### src/rtl/gfx_bus_arbiter_if.sv
// rtl/gfx_bus_arbiter_if.sv - requester handshakes and graphics register bus bundle
interface gfx_bus_arbiter_if #(
    parameter int ADDR_W = 4
);
    logic              rq0_valid;
    logic              rq0_write;
    logic [ADDR_W-1:0] rq0_addr;
    logic [15:0]       rq0_wdata;
    logic              rq0_ready;
    logic              rq0_err;

    logic              rq1_valid;
    logic              rq1_write;
    logic [ADDR_W-1:0] rq1_addr;
    logic [15:0]       rq1_wdata;
    logic              rq1_ready;
    logic              rq1_err;

    logic [15:0]       rdata;

    logic              gfx_cs;
    logic              gfx_read;
    logic [ADDR_W-1:0] gfx_addr;
    logic [15:0]       gfx_wdata;
    logic              gfx_oe;
    logic [15:0]       gfx_rdata;

    modport slave (
        input  rq0_valid, rq0_write, rq0_addr, rq0_wdata,
        input  rq1_valid, rq1_write, rq1_addr, rq1_wdata,
        output rq0_ready, rq0_err, rq1_ready, rq1_err, rdata,
        output gfx_cs, gfx_read, gfx_addr, gfx_wdata, gfx_oe,
        input  gfx_rdata
    );

    modport master (
        output rq0_valid, rq0_write, rq0_addr, rq0_wdata,
        output rq1_valid, rq1_write, rq1_addr, rq1_wdata,
        input  rq0_ready, rq0_err, rq1_ready, rq1_err, rdata,
        input  gfx_cs, gfx_read, gfx_addr, gfx_wdata, gfx_oe,
        output gfx_rdata
    );
endinterface

### src/rtl/gfx_bus_arbiter.sv
// rtl/gfx_bus_arbiter.sv - two-requester round-robin arbiter for the graphics register bus
module gfx_bus_arbiter #(
    parameter int NUM_REGS = 10,
    parameter int ADDR_W   = 4
) (
    input logic               clk,
    input logic               rst,
    gfx_bus_arbiter_if.slave  bus
);
    typedef enum logic [2:0] {IDLE, WRITE, RD_ISSUE, RD_WAIT, RD_CAP, TURN} state_t;

    localparam logic [31:0] NUM_REGS_U = 32'(NUM_REGS);

    state_t            state;
    logic              last_grant;
    logic              owner;

    logic              grant_vld;
    logic              grant_id;
    logic              g_write;
    logic              g_bad;
    logic [ADDR_W-1:0] g_addr;
    logic [15:0]       g_wdata;

    always_comb begin
        grant_vld = bus.rq0_valid | bus.rq1_valid;
        if (bus.rq0_valid && bus.rq1_valid)
            grant_id = ~last_grant;
        else
            grant_id = bus.rq1_valid;
        g_write = grant_id ? bus.rq1_write : bus.rq0_write;
        g_addr  = grant_id ? bus.rq1_addr  : bus.rq0_addr;
        g_wdata = grant_id ? bus.rq1_wdata : bus.rq0_wdata;
        g_bad   = 32'(g_addr) >= NUM_REGS_U;
    end

    always_ff @(posedge clk or negedge rst) begin
        if (!rst) begin
            state         <= IDLE;
            last_grant    <= 1'b1;
            owner         <= 1'b0;
            bus.rq0_ready <= 1'b0;
            bus.rq0_err   <= 1'b0;
            bus.rq1_ready <= 1'b0;
            bus.rq1_err   <= 1'b0;
            bus.rdata     <= 16'h0;
            bus.gfx_cs    <= 1'b0;
            bus.gfx_read  <= 1'b0;
            bus.gfx_addr  <= '0;
            bus.gfx_wdata <= 16'h0;
            bus.gfx_oe    <= 1'b0;
        end else begin
            case (state)
                IDLE: begin
                    bus.rq0_ready <= 1'b0;
                    bus.rq1_ready <= 1'b0;
                    bus.rq0_err   <= 1'b0;
                    bus.rq1_err   <= 1'b0;
                    // An error response is issued from IDLE; skip arbitration while it is
                    // visible so the answered requester is not re-granted the same access.
                    if (grant_vld && !(bus.rq0_err || bus.rq1_err)) begin
                        last_grant   <= grant_id;
                        owner        <= grant_id;
                        bus.gfx_addr <= g_addr;
                        if (g_bad) begin
                            bus.rq0_ready <= ~grant_id;
                            bus.rq1_ready <= grant_id;
                            bus.rq0_err   <= ~grant_id;
                            bus.rq1_err   <= grant_id;
                        end else if (g_write) begin
                            state         <= WRITE;
                            bus.gfx_cs    <= 1'b1;
                            bus.gfx_oe    <= 1'b1;
                            bus.gfx_wdata <= g_wdata;
                            bus.rq0_ready <= ~grant_id;
                            bus.rq1_ready <= grant_id;
                        end else begin
                            state        <= RD_ISSUE;
                            bus.gfx_cs   <= 1'b1;
                            bus.gfx_read <= 1'b1;
                        end
                    end
                end
                WRITE: begin
                    state         <= IDLE;
                    bus.gfx_cs    <= 1'b0;
                    bus.gfx_oe    <= 1'b0;
                    bus.gfx_wdata <= 16'h0;
                    bus.rq0_ready <= 1'b0;
                    bus.rq1_ready <= 1'b0;
                end
                RD_ISSUE: begin
                    state        <= RD_WAIT;
                    bus.gfx_cs   <= 1'b0;
                    bus.gfx_read <= 1'b0;
                end
                RD_WAIT: begin
                    state         <= RD_CAP;
                    bus.rdata     <= bus.gfx_rdata;
                    bus.rq0_ready <= ~owner;
                    bus.rq1_ready <= owner;
                end
                RD_CAP: begin
                    state         <= TURN;
                    bus.rq0_ready <= 1'b0;
                    bus.rq1_ready <= 1'b0;
                end
                TURN: begin
                    state <= IDLE;
                end
                default: begin
                    state <= IDLE;
                end
            endcase
        end
    end
endmodule

### src/flat_wrapper.sv
// flat-port wrapper written by rule: the top's interface ports become plain ports
module gfx_bus_arbiter_flat 
#(
    parameter int NUM_REGS = 10,
    parameter int ADDR_W   = 4
)
  (clk, rst, bus_rq0_valid, bus_rq0_write, bus_rq0_addr, bus_rq0_wdata, bus_rq1_valid, bus_rq1_write, bus_rq1_addr, bus_rq1_wdata, bus_rq0_ready, bus_rq0_err, bus_rq1_ready, bus_rq1_err, bus_rdata, bus_gfx_cs, bus_gfx_read, bus_gfx_addr, bus_gfx_wdata, bus_gfx_oe, bus_gfx_rdata);
  gfx_bus_arbiter_if #(.ADDR_W(ADDR_W)) bus_i ();
  input logic clk;
  input logic rst;
  input wire logic [$bits(bus_i.rq0_valid)-1:0] bus_rq0_valid;
  input wire logic [$bits(bus_i.rq0_write)-1:0] bus_rq0_write;
  input wire logic [$bits(bus_i.rq0_addr)-1:0] bus_rq0_addr;
  input wire logic [$bits(bus_i.rq0_wdata)-1:0] bus_rq0_wdata;
  input wire logic [$bits(bus_i.rq1_valid)-1:0] bus_rq1_valid;
  input wire logic [$bits(bus_i.rq1_write)-1:0] bus_rq1_write;
  input wire logic [$bits(bus_i.rq1_addr)-1:0] bus_rq1_addr;
  input wire logic [$bits(bus_i.rq1_wdata)-1:0] bus_rq1_wdata;
  output wire logic [$bits(bus_i.rq0_ready)-1:0] bus_rq0_ready;
  output wire logic [$bits(bus_i.rq0_err)-1:0] bus_rq0_err;
  output wire logic [$bits(bus_i.rq1_ready)-1:0] bus_rq1_ready;
  output wire logic [$bits(bus_i.rq1_err)-1:0] bus_rq1_err;
  output wire logic [$bits(bus_i.rdata)-1:0] bus_rdata;
  output wire logic [$bits(bus_i.gfx_cs)-1:0] bus_gfx_cs;
  output wire logic [$bits(bus_i.gfx_read)-1:0] bus_gfx_read;
  output wire logic [$bits(bus_i.gfx_addr)-1:0] bus_gfx_addr;
  output wire logic [$bits(bus_i.gfx_wdata)-1:0] bus_gfx_wdata;
  output wire logic [$bits(bus_i.gfx_oe)-1:0] bus_gfx_oe;
  input wire logic [$bits(bus_i.gfx_rdata)-1:0] bus_gfx_rdata;
  assign bus_i.rq0_valid = bus_rq0_valid;
  assign bus_i.rq0_write = bus_rq0_write;
  assign bus_i.rq0_addr = bus_rq0_addr;
  assign bus_i.rq0_wdata = bus_rq0_wdata;
  assign bus_i.rq1_valid = bus_rq1_valid;
  assign bus_i.rq1_write = bus_rq1_write;
  assign bus_i.rq1_addr = bus_rq1_addr;
  assign bus_i.rq1_wdata = bus_rq1_wdata;
  assign bus_rq0_ready = bus_i.rq0_ready;
  assign bus_rq0_err = bus_i.rq0_err;
  assign bus_rq1_ready = bus_i.rq1_ready;
  assign bus_rq1_err = bus_i.rq1_err;
  assign bus_rdata = bus_i.rdata;
  assign bus_gfx_cs = bus_i.gfx_cs;
  assign bus_gfx_read = bus_i.gfx_read;
  assign bus_gfx_addr = bus_i.gfx_addr;
  assign bus_gfx_wdata = bus_i.gfx_wdata;
  assign bus_gfx_oe = bus_i.gfx_oe;
  assign bus_i.gfx_rdata = bus_gfx_rdata;
  gfx_bus_arbiter #(.NUM_REGS(NUM_REGS), .ADDR_W(ADDR_W)) u_core (.clk(clk), .rst(rst), .bus(bus_i));
endmodule
### config.mk
export PLATFORM = sky130hd
export DESIGN_NAME = gfx_bus_arbiter_flat
export DESIGN_NICKNAME = d
export VERILOG_FILES = /design/src/rtl/gfx_bus_arbiter_if.sv /design/src/rtl/gfx_bus_arbiter.sv /design/src/flat_wrapper.sv
export SDC_FILE = /design/constraint.sdc
export NUM_CORES = 1
export LEC_CHECK = 0
export CAP_MARGIN = 20
export CORE_UTILIZATION = 46
export CTS_CLUSTER_SIZE = 30
export DETAILED_ROUTE_END_ITERATION = 8
export GPL_TIMING_DRIVEN = 0
export PLACE_DENSITY = 0.91
export RECOVER_POWER = 25
export SETUP_SLACK_MARGIN = 0.02
export SYNTH_ARGS = -nofsm -noshare
export SYNTH_HDL_FRONTEND = slang
export SYNTH_SLANG_ARGS = --single-unit
### constraint.sdc
create_clock -name clk -period 2.98 [get_ports clk]
set_input_delay 0.596 -clock clk [delete_from_list [all_inputs] [get_ports clk]]
set_output_delay 0.596 -clock clk [all_outputs]
set_load 0.01 [all_outputs]
* Word level (Yosys, flattened, before mapping) *
Index checks and enable logic that the tools add are counted.

cells by class
  $lt $le $gt $ge = 1
  mux-type cells = 35
  equal/unequal tests = 8
  bitwise gates (word level) = 4
  reduce and logical (&&, ||, !) cells = 16

operators with widths
  operator              number
  $mux W16              4
  $pmux W16 S2          1
  $mux W1               20
  $pmux W3 S4           1
  $reduce_and A4 Y1     2
  $eq A3 B2 Y1 const B  2
  $mux W3               2
  $pmux W1 S2           3
  $pmux W1 S3           2
  $reduce_bool A2 Y1    3
  $ge A4 B4 Y1 const B  1
  $mux W4               1
  $ne A2 B1 Y1 const B  2
  $ne A2 B2 Y1 const B  2
  $reduce_and A2 Y1     2
  $reduce_or A2 Y1      2
  $eq A3 B1 Y1 const B  1
  $eq A3 B3 Y1 const B  1
  $logic_not A3 Y1      1
  $not A1 Y1            3
  $reduce_and A3 Y1     1
  $reduce_bool A3 Y1    1
  $logic_and A1 B1 Y1   2
  $mux W2               1
  other kinds (3)       3

storage, ports and cells
  output and inout bits = 43
  bits in registers = 48

* Longest topological paths before layout *
  depth in word-level cells = 7
  depth in mapped cells = 6
  mapped depth without buffers = 4

* Worst setup path before layout *
Ideal clock, no wire load.

  path kind = in2reg
  start = input port bus_rq1_valid
  end = register u_core.bus.gfx_wdata[5]
  arrival time = 1.811 ns
  path slack = 1.084 ns
  cell stages on the path = 6
  path through = a21boi_1 buf_4 mux2_4 o21a_1 buf_4 o221ai_2

on the way
  cells in the longest elaborated chain, start to end = 7
  elaborated cells on any way between the ends = 16
  classes of those cells = order compare: 1; eq/ne: 3; mux: 8; bitwise: 1; reduce/logical: 3

RTL lines
  element                                                               line                      RTL
  start: declaration                                                    flat_wrapper.sv:15        input wire logic [$bits(bus_i.rq1_valid)-1:0] bus_rq1_valid;
  parallel branches: the longest is 7 deep, another holds $ge A4 B4 Y1  -
  end signal: assignment                                                gfx_bus_arbiter.sv:74     bus.gfx_wdata <= g_wdata;
  end: declaration                                                      gfx_bus_arbiter_if.sv:32  output gfx_cs, gfx_read, gfx_addr, gfx_wdata, gfx_oe,

Parallel ways; which one is timed is not known. The select of a mux whose other input is x is not followed.
A chain may end at the register's enable or synchronous reset.

* Worst setup path after layout *
  start = input port bus_rq1_valid
  end = register u_core.bus.gfx_wdata[12]

Same word-level chain as after synthesis.

==> run summary <==
Ranking of synthesized cells by area = dfrtp_1 (48%), mux2i_1 (9.0%), mux2_2 (8.7%)
#FFs+latches synth = 48
Vias in the first global route = 2168
Post-CTS Setup Bufs = 0
Worst hold path type = reg2reg
CORE AREA = 5107 sq um
First-pass GRT wire length = 9625 um
Post-Synth Simple-Gate Area = 0.06336
Max clock buf depth = 2
Yosys cell types = 36
Critical Path AT = 2480 ps
Final min period = 2263 ps
Leakage = 1.491 nW
Area fraction in compound gates after synthesis = 0.2034
RR Endpoint = u_core.bus.gfx_wdata[12]
Initial Utilization = 0.4794
Clock Sinks = 48
Crit Path Class = in2reg
Via density = 5.435
Cells after Synth = 209
Die ar. = 5619 sq um
Power Density = 920.4 nW/um^2
RSZ-0062 raised after global routing = false
Run status = completed
Antenna violations before repair = 0
Final Slew Violations = 0
Synthesis-to-layout area growth = 49.82%
Synth Area in Adders = 0
Via Count = 2125
Placed cell count = 384
CTS tree = done
Final HPWL from detailed placement = 4710 um
DR WL/cell = 15.53 um
Antenna cells = 0
Placed Area = 3592 sq um
Final #Nets = 383
Final Cell Area = 3669 sq um
Maximum level of the CTS H-tree = 2
Final period utilization = 0.7593
Largest net degree at the start of global routing = 28
Critical Path RT = 3200 ps
Hold Buf Count CTS = 0
Flop2flop setup slack = 1080 ps
Finished Core Util = 0.7183
Worst setup SP type = primary input
Tot Pwr = 3.376 mW
Most common cell after layout, fill and taps aside = clkdlybuf4s50_1
Buffers on Ports = 104
Post-Place Setup Slack = 411.7 ps
# IOs = 105
Hold path start = u_core.bus.rdata[8]
Worst Hold Path Cells = 1
CTS root buffer = clkbuf_8
Critical R2R Launch = u_core.last_grant
Yosys warning count = 0
Die width = 74.96 um
Fraction of synthesized area in multiplexers = 0.1834
GPL Wtd Cong = 0.8285
Syn nets = 271
Critical Path End Type = flop
Worst-path maximum fanout = 10
Max-Cap Viols = 0
Fmax = 441.9 MHz
Largest family of logic cells by synthesized area = compound AO/OA/AOI/OAI gates
Leading area contributor after synthesis = dfrtp_1
Grt total ovfl = 0
Setup violations, final = 0
Slew of the pin with the lowest slew margin = 1298 ps
Post-route DRC = 0
Final WS setup = 717.3 ps
Initial DRC Count = 79
Post-synthesis area per instance = 11.72 sq um
Proportion of layout cells with a drive suffix above 1 = 0.1495
Most frequent cells in the layout = clkdlybuf4s50_1 (103), dfrtp_1 (47), mux2i_1 (22), mux2_2 (19), inv_1 (18)
Hold EP = u_core.bus.rdata[8]
Post-synth top area share = 0.4803
Final hold viol count = 0
Post-Syn Area = 2449 sq um
Drt first pass iters = 4
Worst Skew = 5.272 ps
Post-Layout Cell Count = 391
Post-Synth XOR/XNOR Area = 0
Post-route ant nets = 0
Seq/Total Area, Yosys = 0.4911
Critical Path Start = bus_rq1_valid
Cts repair resizes = 0
FF-to-FF path depth = 6
Chip Height = 74.96 um
Total Routed Length = 6074 um
Worst slew margin = 0.1349
Site row count = 26
Clk Latency, worst-skew pair = 290 ps
Clock slew seen by the registers of the worst setup and hold paths = 90 ps
GRT Resource Usage Total = 0.2266
CTS Buf Count = 5
Max IR drop VDD = 589.5 uV
-- power breakdown --
part           switching [mW]  internal, mW  leakage [nW]
clock                   0.205         0.160        0.0410
combinational           0.861          1.00         0.858
sequential              0.197         0.952         0.593
-- registers in the layout (all words and copies together) (netlist names), 3 cells and up --
signal and count:
u_core.bus.gfx_wdata 16, u_core.bus.gfx_addr 4, u_core.bus.rdata 16, u_core.state 3
-- cells in the mapped netlist (all sizes together) --
library cell,n
o31ai,1
nor3b,1
or3,2
o31a,1
nor4,1
a21boi,1
buf,8
dfrtp,47
mux2i,22
a32o,1
mux2,20
nand3b,2
o21a,4
nand2,8
o2bb2ai,1
o41ai,1
a2111oi,1
nor2,11
a21oi,9
clkbuf,7
o22a,1
inv,18
dfstp,1
o211ai,17
o21ai,3
o221ai,16
a2bb2oi,1
nor4b,1
nor3,2
-- through the flow --
stage          setup TNS, ps  hold slack [ps]
5_1_grt                    0            525.6
3_5_place_dp               0            496.9
4_1_cts                    0            281.6
6_report                   0            509.6
3_3_place_gp           -3547            485.9
2_1_floorplan              0            300.4
-- layer usage --
layer | share of wire | up-vias | track usage | routed length (um)
li1 | - | 998 | - | -
met1 | 0.40 | 1034 | 0.2623 | 2453
met2 | 0.51 | 84 | 0.4084 | 3074
met3 | 0.078 | 9 | 0.05890 | 471
met4 | 0.012 | 0 | 0.07338 | 74
met5 | 0 | - | 0 | 0
-- critical path: stages --
cell and delay, ps:
clkdlybuf4s50_1 470, a21boi_1 150, buf_4 220, mux2_4 350
o21a_1 280, buf_4 240, o221ai_2 170
-- layout make-up --
class,count,area (sq um)
Clock buffer,6,72.57
Inverter,18,67.56
Sequential cell,48,1202
Multi-Input combinational cell,128,1102
Tap cell,70,87.58
Fill cell,404,1439
Timing Repair Buffer,105,1055
Buffer,15,76.32
Clock inverter,1,5.005
-- cell families (layout without fill, tap and decap cells) --
family | after synthesis | in the layout
multiplexers | 42 | 42
flip-flops | 48 | 48
AO/OA/AOI/OAI | 58 | 58
buffers and inverters | 33 | 145
AND/OR/NAND/NOR | 28 | 28
-- how the worst max path moves through the flow --
| stage | slack (ps) | endpoint |
|---|---|---|
| after floorplan | 1080 | u_core.bus.gfx_wdata[5] |
| after global placement | -80 | u_core.bus.rdata[4] |
| after detailed placement | 410 | u_core.bus.gfx_wdata[3] |
| after CTS | 730 | u_core.bus.gfx_wdata[3] |
| after global routing | 630 | u_core.bus.gfx_wdata[14] |
| final | 720 | u_core.bus.gfx_wdata[12] |
(Power assumes the default switching activity.)
